### config.mk
export PLATFORM = sky130hd
export DESIGN_NAME = spike_rate_encoder
export DESIGN_NICKNAME = d
export VERILOG_FILES = /design/src/rtl/spike_rate_encoder.sv
export SDC_FILE = /design/constraint.sdc
export NUM_CORES = 1
export LEC_CHECK = 0
export ABC_AREA = 1
export ABC_CLOCK_PERIOD_IN_PS = 12900
export BUFFER_PORTS_ARGS = -buffer_cell sky130_fd_sc_hd__buf_2
export CAP_MARGIN = 30
export CORE_MARGIN = 2
export CORE_UTILIZATION = 45
export DETAILED_ROUTE_END_ITERATION = 8
export GPL_TIMING_DRIVEN = 0
export HOLD_SLACK_MARGIN = 0.15
export SETUP_SLACK_MARGIN = 0.02
export SYNTH_ARGS = -nofsm -noshare
export SYNTH_HDL_FRONTEND = slang
export SYNTH_SLANG_ARGS = --single-unit
### constraint.sdc
create_clock -name clk -period 12.9 [get_ports clk]
set_clock_uncertainty 0.1 [all_clocks]
set_input_delay 1.935 -clock clk [delete_from_list [all_inputs] [get_ports clk]]
set_output_delay 1.935 -clock clk [all_outputs]
set_load 0.01 [all_outputs]
### src/rtl/spike_rate_encoder.sv
// Rate-coding spike encoder: each channel intensity is compared against a shared Galois LFSR,
// one channel per cycle, and the resulting spike vector is handed downstream over valid/ready.
module spike_rate_encoder #(
  parameter int unsigned INPUTS     = 32,
  parameter int unsigned PIXEL_BITS = 8,
  parameter logic [15:0] LFSR_SEED  = 16'hACE1
) (
  input  logic                      clk,
  input  logic                      reset,
  input  logic                      wr_en,
  input  logic [$clog2(INPUTS)-1:0] wr_addr,
  input  logic [PIXEL_BITS-1:0]     wr_data,
  input  logic                      start,
  input  logic [7:0]                n_steps,
  output logic [INPUTS-1:0]         out_spikes,
  output logic                      out_valid,
  input  logic                      out_ready,
  output logic                      busy,
  output logic                      frame_done
);

  localparam int unsigned AW = $clog2(INPUTS);
  localparam int unsigned CW = AW + 1;
  localparam int unsigned SW = 9;
  localparam int unsigned LW = 16;
  localparam logic [LW-1:0] LFSR_MASK = 16'hB400;

  typedef enum logic [1:0] {
    IDLE = 2'd0,
    GEN  = 2'd1,
    HOLD = 2'd2
  } state_e;

  state_e                state_q, state_d;
  logic [PIXEL_BITS-1:0] mem_q [INPUTS];
  logic [LW-1:0]         lfsr_q, lfsr_d;
  logic [CW-1:0]         ch_q, ch_d;
  logic [SW-1:0]         step_q, step_d;
  logic [SW-1:0]         nsteps_q, nsteps_d;
  logic [INPUTS-1:0]     shadow_q, shadow_d;
  logic [INPUTS-1:0]     spikes_q, spikes_d;
  logic                  valid_q, valid_d;
  logic                  done_q, done_d;
  logic                  busy_q;

  logic [AW-1:0]         ch_idx_c;
  logic [LW-1:0]         lfsr_next_c;
  logic [SW-1:0]         step_inc_c;
  logic                  spike_bit_c;
  logic                  commit_c;
  logic                  handshake_c;
  logic                  frame_end_c;

  // The GEN cycle after the last channel commits the shadow vector; the LFSR still steps in it.
  assign ch_idx_c    = ch_q[AW-1:0];
  assign commit_c    = (state_q == GEN) && (ch_q == CW'(INPUTS));
  assign spike_bit_c = lfsr_q[PIXEL_BITS-1:0] < mem_q[ch_idx_c];
  assign lfsr_next_c = {1'b0, lfsr_q[LW-1:1]} ^ (lfsr_q[0] ? LFSR_MASK : LW'(0));
  assign handshake_c = (state_q == HOLD) && valid_q && out_ready;
  assign step_inc_c  = step_q + SW'(1);
  assign frame_end_c = (step_inc_c == nsteps_q);

  always_ff @(posedge clk or posedge reset) begin
    if (reset) begin
      state_q <= IDLE;
    end else begin
      state_q <= state_d;
    end
  end

  always_comb begin : next_state
    state_d = state_q;
    case (state_q)
      IDLE:    if (start) state_d = GEN;
      GEN:     if (commit_c) state_d = HOLD;
      HOLD:    if (handshake_c) state_d = frame_end_c ? IDLE : GEN;
      default: state_d = IDLE;
    endcase
  end

  always_comb begin : datapath_next
    lfsr_d   = lfsr_q;
    ch_d     = ch_q;
    step_d   = step_q;
    nsteps_d = nsteps_q;
    shadow_d = shadow_q;
    spikes_d = spikes_q;
    valid_d  = valid_q;
    done_d   = 1'b0;
    case (state_q)
      IDLE: begin
        if (start) begin
          nsteps_d = (n_steps == 8'd0) ? SW'(256) : SW'(n_steps);
          step_d   = '0;
          ch_d     = '0;
        end
      end
      GEN: begin
        lfsr_d = lfsr_next_c;
        if (commit_c) begin
          spikes_d = shadow_q;
          valid_d  = 1'b1;
        end else begin
          shadow_d[ch_idx_c] = spike_bit_c;
          ch_d               = ch_q + CW'(1);
        end
      end
      HOLD: begin
        if (handshake_c) begin
          step_d  = step_inc_c;
          valid_d = 1'b0;
          ch_d    = '0;
          done_d  = frame_end_c;
        end
      end
      default: ;
    endcase
  end

  always_ff @(posedge clk or posedge reset) begin
    if (reset) begin
      lfsr_q   <= LFSR_SEED;
      ch_q     <= '0;
      step_q   <= '0;
      nsteps_q <= '0;
      shadow_q <= '0;
      spikes_q <= '0;
      valid_q  <= 1'b0;
      done_q   <= 1'b0;
      busy_q   <= 1'b0;
    end else begin
      lfsr_q   <= lfsr_d;
      ch_q     <= ch_d;
      step_q   <= step_d;
      nsteps_q <= nsteps_d;
      shadow_q <= shadow_d;
      spikes_q <= spikes_d;
      valid_q  <= valid_d;
      done_q   <= done_d;
      busy_q   <= (state_d != IDLE);
    end
  end

  // Intensity store is writable only while idle, so a running frame sees a frozen image.
  always_ff @(posedge clk or posedge reset) begin
    if (reset) begin
      for (int unsigned i = 0; i < INPUTS; i++) begin
        mem_q[i] <= '0;
      end
    end else if ((state_q == IDLE) && wr_en) begin
      mem_q[wr_addr] <= wr_data;
    end
  end

  assign out_spikes = spikes_q;
  assign out_valid  = valid_q;
  assign busy       = busy_q;
  assign frame_done = done_q;

endmodule
Yosys cells after proc, flatten, opt, wreduce, memory -nomap -nowiden
Index checks and enable logic that the tools add are counted.
- bits in registers: 365
- input port bits: 26
- word-level logic and storage cells: 108
- $add $sub $neg: 2
- magnitude comparators: 6
- equality and inequality tests: 8
- muxes and demuxes: 28
- bitwise operators: 4
- reductions and logical operators: 18
- operators by type and width (kind ; count):
    256-bit bitwise mux ; 1
    8-bit binary-select mux with 5-bit select ; 1
    8-bit demux with 5-bit select ; 1
    32-bit bitwise mux ; 1
    9-bit two-way mux ; 3
    8-bit two-way mux ; 3
    6-bit two-way mux ; 3
    6-bit case mux with 3 select lines ; 1
    9-bit case mux with 2 select lines ; 1
    16-bit two-way mux ; 1
    15-bit by 16-bit bitwise XOR with 16-bit output ; 1
    6-bit >= comparator, second input constant ; 2
    5-bit inverter with 6-bit output ; 2
    9-bit by 1-bit adder with 9-bit output, second input constant ; 1
    9-bit == test ; 1
    8-bit zero test ; 1
    8-bit less-than comparator ; 1
    2-bit inequality test, second input constant ; 4
    6-bit by 1-bit adder with 6-bit output, second input constant ; 1
    6-bit == test, second input constant ; 1
    1-bit logical AND ; 6
    5-bit by 6-bit less-than comparator with 1-bit output, second input constant ; 1
    6-bit by 1-bit less-than comparator with 1-bit output, second input constant ; 1
    1-bit two-way mux ; 6
    14 further kinds ; 21

Logic depth before layout (Yosys ltp)
Gate-level depths: netlist of the first run.
- word-level depth: 6
- depth in mapped cells: 18
- mapped depth without buffers: 17

Least setup slack after synthesis of the first run
No wires, ideal clock.
- kind: input port to flip-flop
- start: input out_ready
- end: register ch_q[3]
- data arrival time: 2931 ps
- data required time: 12677 ps
- setup slack: 9745 ps
- cell stages on the path: 10
- cell sequence: nand2_1 -> nor2_1 -> inv_1 -> nand2_1 -> and3_1 -> inv_1 -> nor2_1 -> nand3_1 -> o21ai_0 -> a21oi_1
- cells in the longest elaborated chain, start to end: 3
- ends and longest elaborated chain (element ; RTL line ; source):
    from (decl) ; 17 ; input logic out_ready,
    1-bit logical AND ; 59 ; assign handshake_c = (state_q == HOLD) && valid_q && out_ready;
    2-bit inequality test (no source line) ; n/a ;
    4-bit AND reduction (no source line) ; n/a ;
    to (signal assigned) ; 133 ; ch_q <= ch_d;
    to (decl) ; 37 ; logic [CW-1:0] ch_q, ch_d;
Every way passes these cells.
A chain may end at the register's enable or synchronous reset.

Final worst setup path of the first run
- start: register ch_q[1]
- end: register shadow_q[12]
- cells in the longest elaborated chain, start to end: 6
- ends and longest elaborated chain (element ; RTL line ; source):
    5-bit inverter with 6-bit output (not written as such) ; 57 ; assign spike_bit_c = lfsr_q[PIXEL_BITS-1:0] < mem_q[ch_idx_c];
    8-bit binary-select mux with 5-bit select ; 57 ;
    8-bit two-way mux (not written as such) (2 in series) ; 57 ;
    8-bit less-than comparator ; 57 ;
    32-bit bitwise mux ; 104 ; shadow_d[ch_idx_c] = spike_bit_c;
    to (signal assigned) ; 136 ; shadow_q <= shadow_d;
    to (decl) ; 40 ; logic [INPUTS-1:0] shadow_q, shadow_d;
Parallel ways exist; a longest one is shown, timed or not. The select of a mux whose other input is x is not followed.

==> impl_metrics.json, run 1 <==
{
  "status": "complete, no violations",
  "synth.most_common_cell": "nand2_1",
  "synth-simple-area-share_pct": 20.9,
  "dr_total_vias": 14196,
  "wl_mm": 51.9,
  "area_growth_pct": 13.6,
  "synth_edf_count": 0,
  "antenna_cells": 0,
  "async_flop_share_pct": 100,
  "slew-limit-headroom_pct": 24.9,
  "overflow": 0,
  "min_period_ns": 4.82,
  "cp-start-kind": "flop",
  "p_per_area_mw_per_mm2": 218,
  "port_buffers": 60,
  "switching_power_mw": 1.63,
  "synthTopCellsByArea": "dfrtp_1 54%, nand2_1 13%, o21ai_0 13%, nor2_1 3.8%, clkbuf_1 2.4%",
  "via_per_inst": 5.54,
  "worst-path-max-fanout": 10,
  "detail_route.iter0.violations": 1186,
  "clkTransAtPathRegs_ns": 0.06,
  "hold_class": "flop to flop",
  "synth.area.mux_share_pct": 0,
  "maxCapViolations": 0,
  "place.gp.congestion": 0.968,
  "path_buf_inv": 5,
  "num_rows": 69,
  "leakagePower_nw": 8.76,
  "hpwl_mm": 36.1,
  "fin_cells": 2562,
  "drcViolationCount": 0,
  "dieArea_mm2": 0.0380,
  "post-cts-setup-buffers": 0,
  "drive_gt1_share_pct": 8.14,
  "syn_area_mm2": 0.0164,
  "swShare_pct": 40.1,
  "firstDrtPassIters": 6,
  "synthCells": 1965,
  "grt_pass1_wl_mm": 80.8,
  "synth.top_cell.area_share_pct": 54.4,
  "crit_top_cell": "clkbuf_1",
  "path_cells": "inv_1, clkbuf_1, clkbuf_1, clkbuf_1, o21ai_0, o22ai_1, a22o_1, nor4_1, ha_1, a21oi_1, nor2_1, a211oi_1, buf_2, nand3_1, nand2_1",
  "drtAntennaViolNets": 0,
  "syn_avg_cell_area_um2": 8.35,
  "yosys.cell_types.count": 33,
  "path_delay_family": "buffers and inverters",
  "fin_nets": 2108,
  "cp-end-kind": "flop",
  "numCtsBuffers": 40,
  "die_width_um": 195,
  "grt_max_degree": 129,
  "synth_compound_area_share_pct": 16.6,
  "clk_latency_ns": 0.56,
  "io_pins": 61,
  "grt_util_all_layers_pct": 27.7,
  "gr-usage-met1_pct": 37.6,
  "layout_worst_path_cycle_share_pct": 37.4,
  "core_mm2": 0.0357,
  "power_frac_seq_pct": 36.4,
  "cts_hold_buf": 0,
  "worstPathArrival_ns": 5.20,
  "met2_usage_pct": 43.7,
  "rsz0062_at_grt": "false",
  "synth-seq-area-share_pct": 55.7,
  "yosys-top-cells-count": "575 x nand2_1, 421 x o21ai_0, 357 x dfrtp_1, 166 x nor2_1, 107 x clkbuf_1",
  "placedCellCount": 2489,
  "total_power_mw": 4.06,
  "p_comb_share_pct": 36.4,
  "critPathRequiredTime_ns": 13.28,
  "synth_xor_xnor_area_share_pct": 0.587,
  "grt_pass1_vias": 13974,
  "synthFlopType": "dfrtp_1",
  "synth_fa_ha_area_share_pct": 0.915,
  "synth_top_family_by_area": "simple AND/OR/NAND/NOR gates",
  "max_stage_delay_ns": 0.60,
  "die_h_um": 195,
  "use_met3_pct": 5.18,
  "wl_per_cell_um": 20.3,
  "p_int_mw": 2.43,
  "critical_path.slowest_cell": "clkbuf_1",
  "tightest_slew_ns": 1.12,
  "cts_tree": "yes",
  "top_usage_layer": "met2",
  "vdd_drop_max_mv": 0.113,
  "cts_buffer_depth": 3,
  "finalHoldViolations": 0,
  "antenna_found_initial": 2,
  "setup_viol_count_final": 0,
  "htree_levels": 2,
  "ys_ff_latch": 365,
  "initial_core_util_pct": 45.9,
  "cts_root_buffer": "clkbuf_16",
  "syn-num-nets": 2003,
  "criticalPathCategory": "flop to flop",
  "clkSinkCount": 365,
  "yosysTopAreaCell": "dfrtp_1",
  "clock.fmax_mhz": 207,
  "yosys_warnings": 0,
  "pwr-share-clk_pct": 27.2,
  "drv_slew": 0,
  "postCtsResizedCells": 0
}
[registers in the layout (all words and copies together) (netlist names)]
signal,cells
busy,1
ch_q,6
frame_done,1
lfsr_q,16
mem_q,256
nsteps_q,9
out_spikes,32
out_valid,1
shadow_q,32
state_q,2
step_q,9
[cell families (layout without fill, tap and decap cells)]
kind of cell | count (synthesis) | count (layout)
and+or+nand+nor | 846 | 846
adders and majority gates | 12 | 12
buffers and inverters | 220 | 356
AOI/OAI and AO/OA | 511 | 511
xor gates and xnor gates | 11 | 11
DFF | 365 | 365
[final timing paths]
path                                              end                  startpoint  slack [ns]  cells past startpoint
setup / recovery             shadow_q[12]$_DFFE_PP0P_         ch_q[1]$_DFFE_PP0P_        8.08                     15
hold / removal             out_spikes[28]$_DFFE_PP0P_  out_spikes[28]$_DFFE_PP0P_        0.36                      2
setup reg to reg             shadow_q[12]$_DFFE_PP0P_         ch_q[1]$_DFFE_PP0P_        8.08                     15
hold reg to reg            out_spikes[28]$_DFFE_PP0P_  out_spikes[28]$_DFFE_PP0P_        0.36                      2
max in group asynchronous      mem_q[166]$_DFFE_PP0P_                       reset       10.37                      3
min in group asynchronous      mem_q[127]$_DFFE_PP0P_                       reset        1.33                      2
[worst min-delay path, delay by kind of cell, from the launching register on]
family / cells / cell delay [ns]
flip-flops: 1 / 0.34
AND/OR/NAND/NOR: 2 / 0.09
[final cells by class]
class,instances,area (um2)
Tap cell,461,577
Sequential cell,365,9140
Clock buffer,67,1210
Multi-Input combinational cell,1380,6400
Inverter,100,383
Buffer,120,499
Fill cell,3456,17100
Clock inverter,6,45.0
Timing Repair Buffer,63,383
[per-stage QoR]
step           utilization, %  instance area [um2]  TNS [ns]  hold slack [ns]  setup slack [ns]
4_1_cts                  52.1                18600         0            0.369              8.24
6_report                 52.1                18600         0            0.364              8.08
3_3_place_gp             48.4                17300  -1186.31            0.349             -3.36
2_1_floorplan               -                16400         0            0.343             0.746
3_5_place_dp             48.6                17400         0            0.355              8.27
5_1_grt                  52.1                18600         0            0.382              8.00
[layout by cell type (no fill, tap or decap), drive strengths merged, types with 5 or more instances in the layout]
| master | count |
|---|---|
| inv | 101 |
| nor3 | 27 |
| nand4 | 6 |
| o22ai | 61 |
| dfrtp | 357 |
| ha | 12 |
| xnor2 | 6 |
| dfstp | 8 |
| clkinv | 5 |
| nor4 | 8 |
| buf | 76 |
| a21oi | 6 |
| clkbuf | 174 |
| nand2 | 577 |
| xor2 | 5 |
| a22o | 20 |
| o21ai | 421 |
| nor2 | 171 |
| nand3 | 55 |
[power groups by stage]
stage	registers [mW]	clock network (mW)	logic, mW
finish	1.48	1.10	1.48
global route	1.50	1.17	1.61
CTS	1.48	1.12	1.45
detailed placement	1.49	0	1.44
global placement	1.49	0	1.42
floorplan	1.47	0	0.924
[per-layer routing]
metal / share of wire (%) / wire length (um) / up-vias
li1: - / - / 6693
met1: 43 / 22200 / 6823
met2: 45 / 23300 / 542
met3: 7.7 / 4020 / 136
met4: 4.5 / 2360 / 2
met5: 0.021 / 11 / -
Note: power is estimated with default switching activity, not from simulation.
==> run 2: changes to the inputs <==
--- a/config.mk
+++ b/config.mk
@@ -6,7 +6,7 @@
 export NUM_CORES = 1
 export LEC_CHECK = 0
 export ABC_AREA = 1
-export ABC_CLOCK_PERIOD_IN_PS = 12900
+export ABC_CLOCK_PERIOD_IN_PS = 3900
 export BUFFER_PORTS_ARGS = -buffer_cell sky130_fd_sc_hd__buf_2
 export CAP_MARGIN = 30
 export CORE_MARGIN = 2
==> constraint.sdc (replaced) <==
create_clock -name clk -period 3.9 [get_ports clk]
set_clock_uncertainty 0.1 [all_clocks]
set_input_delay 0.585 -clock clk [delete_from_list [all_inputs] [get_ports clk]]
set_output_delay 0.585 -clock clk [all_outputs]
set_load 0.01 [all_outputs]
==> impl_metrics.json, run 2 (synthesis gave the netlist of run 1 again) <==
{
  "dr_total_vias": 14354,
  "grt_util_all_layers_pct": 27.7,
  "worstPathArrival_ns": 4.22,
  "antenna_cells": 0,
  "total_power_mw": 13.7,
  "antenna_found_initial": 0,
  "hold_class": "input port to flop",
  "hp-start": "n_steps[5]",
  "fillCellCount": 3389,
  "maxCapViolations": 0,
  "via_per_inst": 5.57,
  "clkSinkCount": 365,
  "grt_max_degree": 44,
  "hold_depth": 3,
  "critPathRequiredTime_ns": 4.28,
  "criticalPathCategory": "flop to flop",
  "die_h_um": 195,
  "grt_pass1_wl_mm": 81.2,
  "area_growth_pct": 15.8,
  "leakagePower_nw": 8.98,
  "clock.fmax_mhz": 261,
  "tightest_slew_ns": 1.09,
  "cts_tree": "yes",
  "core_mm2": 0.0357,
  "drcViolationCount": 0,
  "rsz0062_at_grt": "false",
  "hpwl_mm": 36.5,
  "cts_root_buffer": "clkbuf_16",
  "wl_per_cell_um": 20.1,
  "detail_route.iter0.violations": 1440,
  "reg2reg_slack_ns": 0.07,
  "overflow": 0,
  "grt_pass1_vias": 13726,
  "crit-reg2reg-launch": "ch_q[1]$_DFFE_PP0P_",
  "p_per_area_mw_per_mm2": 722,
  "vdd_drop_max_mv": 0.400,
  "port_buffers": 60,
  "min_period_ns": 3.83,
  "numCtsBuffers": 41,
  "fin_cells": 2579,
  "placedCellCount": 2497,
  "worst-path-max-fanout": 10,
  "setup_slack_ns": 0.0678,
  "setup_viol_count_final": 0,
  "firstDrtPassIters": 5,
  "layout_worst_path_cycle_share_pct": 98.3,
  "fin_setup_tns_ns": 0,
  "htree_levels": 2,
  "clk_latency_ns": 0.55,
  "drv_slew": 0,
  "status": "complete, no violations",
  "reg2regPathDepth": 16,
  "final_cell_mix": "575 x nand2_1, 421 x o21ai_0, 357 x dfrtp_1",
  "drive_gt1_share_pct": 10.6,
  "dp_slack_ns": -0.541,
  "mostFrequentLayoutCell": "nand2_1",
  "fin_nets": 2123,
  "cp-start-kind": "flop",
  "drtAntennaViolNets": 0,
  "cts_buffer_depth": 3,
  "regMostFlops": "mem_q",
  "dieArea_mm2": 0.0380,
  "critPathLaunch": "ch_q[1]$_DFFE_PP0P_",
  "r2r-end": "shadow_q[12]$_DFFE_PP0P_",
  "place.gp.congestion": 0.983,
  "finalHoldViolations": 0,
  "clkTransAtPathRegs_ns": 0.06,
  "whs_endpoint": "nsteps_q[5]$_DFFE_PP0P_",
  "num_rows": 69,
  "cp-end-kind": "flop",
  "die_width_um": 195,
  "whs_ns": 0.166,
  "initial_core_util_pct": 45.9,
  "io_pins": 61,
  "wl_mm": 51.9,
  "largest_reg_flops": 256,
  "slew-limit-headroom_pct": 26.9
}
run 2: through the flow:
step	instance area [um2]	utilization, %
global route	19000	53.2
finish	19000	53.2
detailed placement	17500	49.0
CTS	18900	53.0
global placement	17300	48.4
floorplan	16400	-
run 2: power by group:
part	total [mW]	internal, mW	switching (mW)	leakage (nW)
Combinational	4.92	1.54	3.38	3.37
Clock	3.92	2.31	1.61	0.679
Sequential	4.89	4.47	0.421	4.93
run 2: routing by layer:
layer	wire length, um	global-route usage [%]
met3	3640	4.51
met1	22100	37.8
met5	0	0
met4	2350	12.0
met2	23800	44.0
run 2: what timing repair did:
| action | 4_1_cts | 5_1_grt |
|---|---|---|
| setup endpoints to repair | 69 | 34 |
| endpoints found under the hold margin | 16 | 0 |
| setup buffers | 2 | 2 |
| hold buffers | 2 | 0 |
| resized for setup | 16 | 26 |
| pin swaps | 0 | 1 |
run 2: critical path: stages (launching register included):
cell and delay [ns]:
dfrtp_1 0.60, clkinvlp_4 0.27, clkbuf_1 0.29, clkbuf_1 0.38
o21ai_0 0.17, o22ai_1 0.14, a22o_1 0.28, nor4_1 0.53
ha_1 0.36, nand2_1 0.06, nand2_1 0.04, nand2_1 0.06
nand2_2 0.07, nand2_4 0.12, buf_6 0.15, nand3_1 0.07
nand2_1 0.06
run 2: area by class of cell:
| type | instances | area [um2] | area share (%) |
|---|---|---|---|
| Sequential cell | 365 | 9140 | 48.1 |
| Multi-Input combinational cell | 1380 | 6430 | 33.8 |
| Clock buffer | 62 | 1270 | 6.67 |
| Tap cell | 461 | 577 | 3.03 |
| Timing Repair Buffer | 78 | 573 | 3.02 |
| Buffer | 119 | 524 | 2.76 |
| Inverter | 100 | 383 | 2.01 |
| Clock inverter | 14 | 106 | 0.560 |
run 2: worst max-delay path by stage:
| stage | slack (ns) | endpoint |
|---|---|---|
| global placement | -3.93 | mem_q[189]$_DFFE_PP0P_ |
| CTS | 0.02 | shadow_q[21]$_DFFE_PP0P_ |
| detailed placement | -0.54 | ch_q[3]$_DFFE_PP0P_ |
| floorplan | -1.67 | busy$_DFF_PP0_ |
| global route | 0.01 | shadow_q[29]$_DFFE_PP0P_ |
| finish | 0.07 | shadow_q[12]$_DFFE_PP0P_ |
==> run 3: changes to the inputs <==
--- a/config.mk
+++ b/config.mk
@@ -14,6 +14,7 @@
 export DETAILED_ROUTE_END_ITERATION = 8
 export GPL_TIMING_DRIVEN = 0
 export HOLD_SLACK_MARGIN = 0.15
+export PLACE_DENSITY_LB_ADDON = 0.1
 export SETUP_SLACK_MARGIN = 0.02
 export SYNTH_ARGS = -nofsm -noshare
 export SYNTH_HDL_FRONTEND = slang
==> impl_metrics.json, run 3 (synthesis gave the netlist of run 1 again) <==
{
  "p_per_area_mw_per_mm2": 722,
  "reg2reg_slack_ns": 0.14,
  "clock.fmax_mhz": 266,
  "dieArea_mm2": 0.0380,
  "power_frac_seq_pct": 35.6,
  "drive_gt1_share_pct": 10.4,
  "multi_input_area_mm2": 0.00644,
  "drtAntennaViolNets": 0,
  "setup_viol_count_final": 0,
  "grt_util_all_layers_pct": 28.4,
  "min_period_ns": 3.76,
  "crit_top_cell": "buf_2",
  "port_buffers": 60,
  "p_comb_share_pct": 36.8,
  "grt_max_degree": 43,
  "numCtsBuffers": 40,
  "swShare_pct": 39.8,
  "cts_root_buffer": "clkbuf_16",
  "maxCapViolations": 0,
  "overflow": 0,
  "wl_per_cell_um": 20.5,
  "worstPathArrival_ns": 4.15,
  "drv_slew": 0,
  "critical_path.slowest_cell": "dfrtp_1",
  "cp-start-kind": "flop",
  "slew-limit-headroom_pct": 34.7,
  "criticalPathCategory": "flop to flop",
  "clkSinkCount": 365,
  "antenna_cells": 0,
  "die_width_um": 195,
  "io_pins": 61,
  "num_rows": 69,
  "initial_core_util_pct": 45.9,
  "vdd_drop_max_mv": 0.367,
  "cts_tree": "yes",
  "grt_pass1_wl_mm": 82.6,
  "mostFrequentLayoutCell": "nand2_1",
  "place.gp.congestion": 0.959,
  "tightest_slew_ns": 0.974,
  "grt_pass1_vias": 14035,
  "layout_worst_path_cycle_share_pct": 96.3,
  "core_mm2": 0.0357,
  "setup_slack_ns": 0.142,
  "regArea_mm2": 0.00915,
  "pwr-share-clk_pct": 27.6,
  "dp_slack_ns": -0.495,
  "wl_mm": 53.0,
  "total_power_mw": 13.7,
  "critPathRequiredTime_ns": 4.29,
  "fin_nets": 2128,
  "drcViolationCount": 0,
  "largest_reg_flops": 256,
  "dr_total_vias": 14356,
  "cts_buffer_depth": 3,
  "clk_latency_ns": 0.56,
  "worst-path-max-fanout": 10,
  "area_growth_pct": 15.8,
  "via_per_inst": 5.56,
  "path_cells": "buf_2, buf_2, clkbuf_4, nor2_1, o22ai_1, a22o_1, nor4_4, ha_1, a21oi_1, nor2_1, a211oi_4, buf_2, nand3_1, nand2_1",
  "switching_power_mw": 5.46,
  "antenna_found_initial": 0,
  "p_int_mw": 8.26,
  "regMostFlops": "mem_q",
  "fillCellCount": 3437,
  "finalHoldViolations": 0,
  "detail_route.iter0.violations": 1265,
  "hold_class": "input port to flop",
  "final_cell_mix": "575 x nand2_1, 421 x o21ai_0, 356 x dfrtp_1",
  "die_h_um": 195,
  "hpwl_mm": 36.9,
  "fin_setup_tns_ns": 0,
  "clkTransAtPathRegs_ns": 0.06,
  "cp-end-kind": "flop",
  "leakagePower_nw": 8.99,
  "htree_levels": 2,
  "max_stage_delay_ns": 0.48,
  "status": "complete, no violations",
  "firstDrtPassIters": 6,
  "rsz0062_at_grt": "false"
}
run 3: cell count changes in the layout (fill, tap and decap cells not counted), sizes merged:
cell,change
clkinvlp,-3
inv,-1
bufinv,+1
buf,+3
clkbuf,-2
dlygate4sd3,+4
run 3: power by group through the flow:
| stage | clock network (mW) | registers (mW) | logic [mW] |
|---|---|---|---|
| final | 3.79 | 4.89 | 5.04 |
| after global routing | 4.01 | 4.96 | 5.49 |
| after CTS | 3.85 | 4.88 | 4.88 |
| after detailed placement | 0 | 4.93 | 4.81 |
| after global placement | 0 | 4.93 | 4.73 |
| after floorplan | 0 | 4.86 | 3.06 |
run 3: worst max-delay path, delay by kind of cell, from the launching register on:
| family | cells | cell delay, ns |
|---|---|---|
| and+or+nand+nor | 5 | 0.41 |
| DFF | 1 | 0.48 |
| AOI/OAI and AO/OA | 4 | 1.07 |
| buffers and inverters | 4 | 1.33 |
| adders and majority gates | 1 | 0.29 |
run 3: through the flow:
step | instances | hold WS (ns) | utilization, % | instance area (um2)
after detailed placement | 2498 | 0.353 | 49.0 | 17500
after global routing | 2581 | 0.185 | 53.2 | 19000
after global placement | 2486 | 0.349 | 48.4 | 17300
after CTS | 2575 | 0.159 | 52.9 | 18900
final | 2581 | 0.174 | 53.2 | 19000
after floorplan | 1965 | 0.343 | - | 16400
run 3: what timing repair did:
| item | in CTS | in global routing |
|---|---|---|
| setup endpoints to repair | 69 | 34 |
| gates resized for setup | 22 | 25 |
| gates cloned | 0 | 0 |
| hold endpoints to repair | 20 | 0 |
| buffers inserted | 0 | 4 |
| hold buffers | 6 | 0 |
run 3: path summary, 6_finish.rpt:
check	endpoint	start	cells past startpoint
setup / recovery	shadow_q[20]$_DFFE_PP0P_	ch_q[0]$_DFFE_PP0P_	14
hold / removal	nsteps_q[7]$_DFFE_PP0P_	n_steps[7]	3
setup reg to reg	shadow_q[20]$_DFFE_PP0P_	ch_q[0]$_DFFE_PP0P_	14
hold reg to reg	out_spikes[30]$_DFFE_PP0P_	out_spikes[30]$_DFFE_PP0P_	2
max in group asynchronous	mem_q[177]$_DFFE_PP0P_	reset	6
min in group asynchronous	nsteps_q[6]$_DFFE_PP0P_	reset	3
run 3: area by class of cell:
class	count	area share (%)
flip-flops and latches	365	48.1
multi-input cells	1380	33.9
clock buffers	61	6.27
repair buffers	84	3.34
well taps	461	3.04
plain buffers	119	2.80
inverters	100	2.01
clock inverters	11	0.553
run 3: routing by layer:
metal	GRT usage (%)	vias up	part of all wire (%)
li1	-	6734	-
met1	38.8	6946	43
met2	44.1	552	45
met3	5.73	124	7.1
met4	12.2	0	4.6
met5	0	-	0
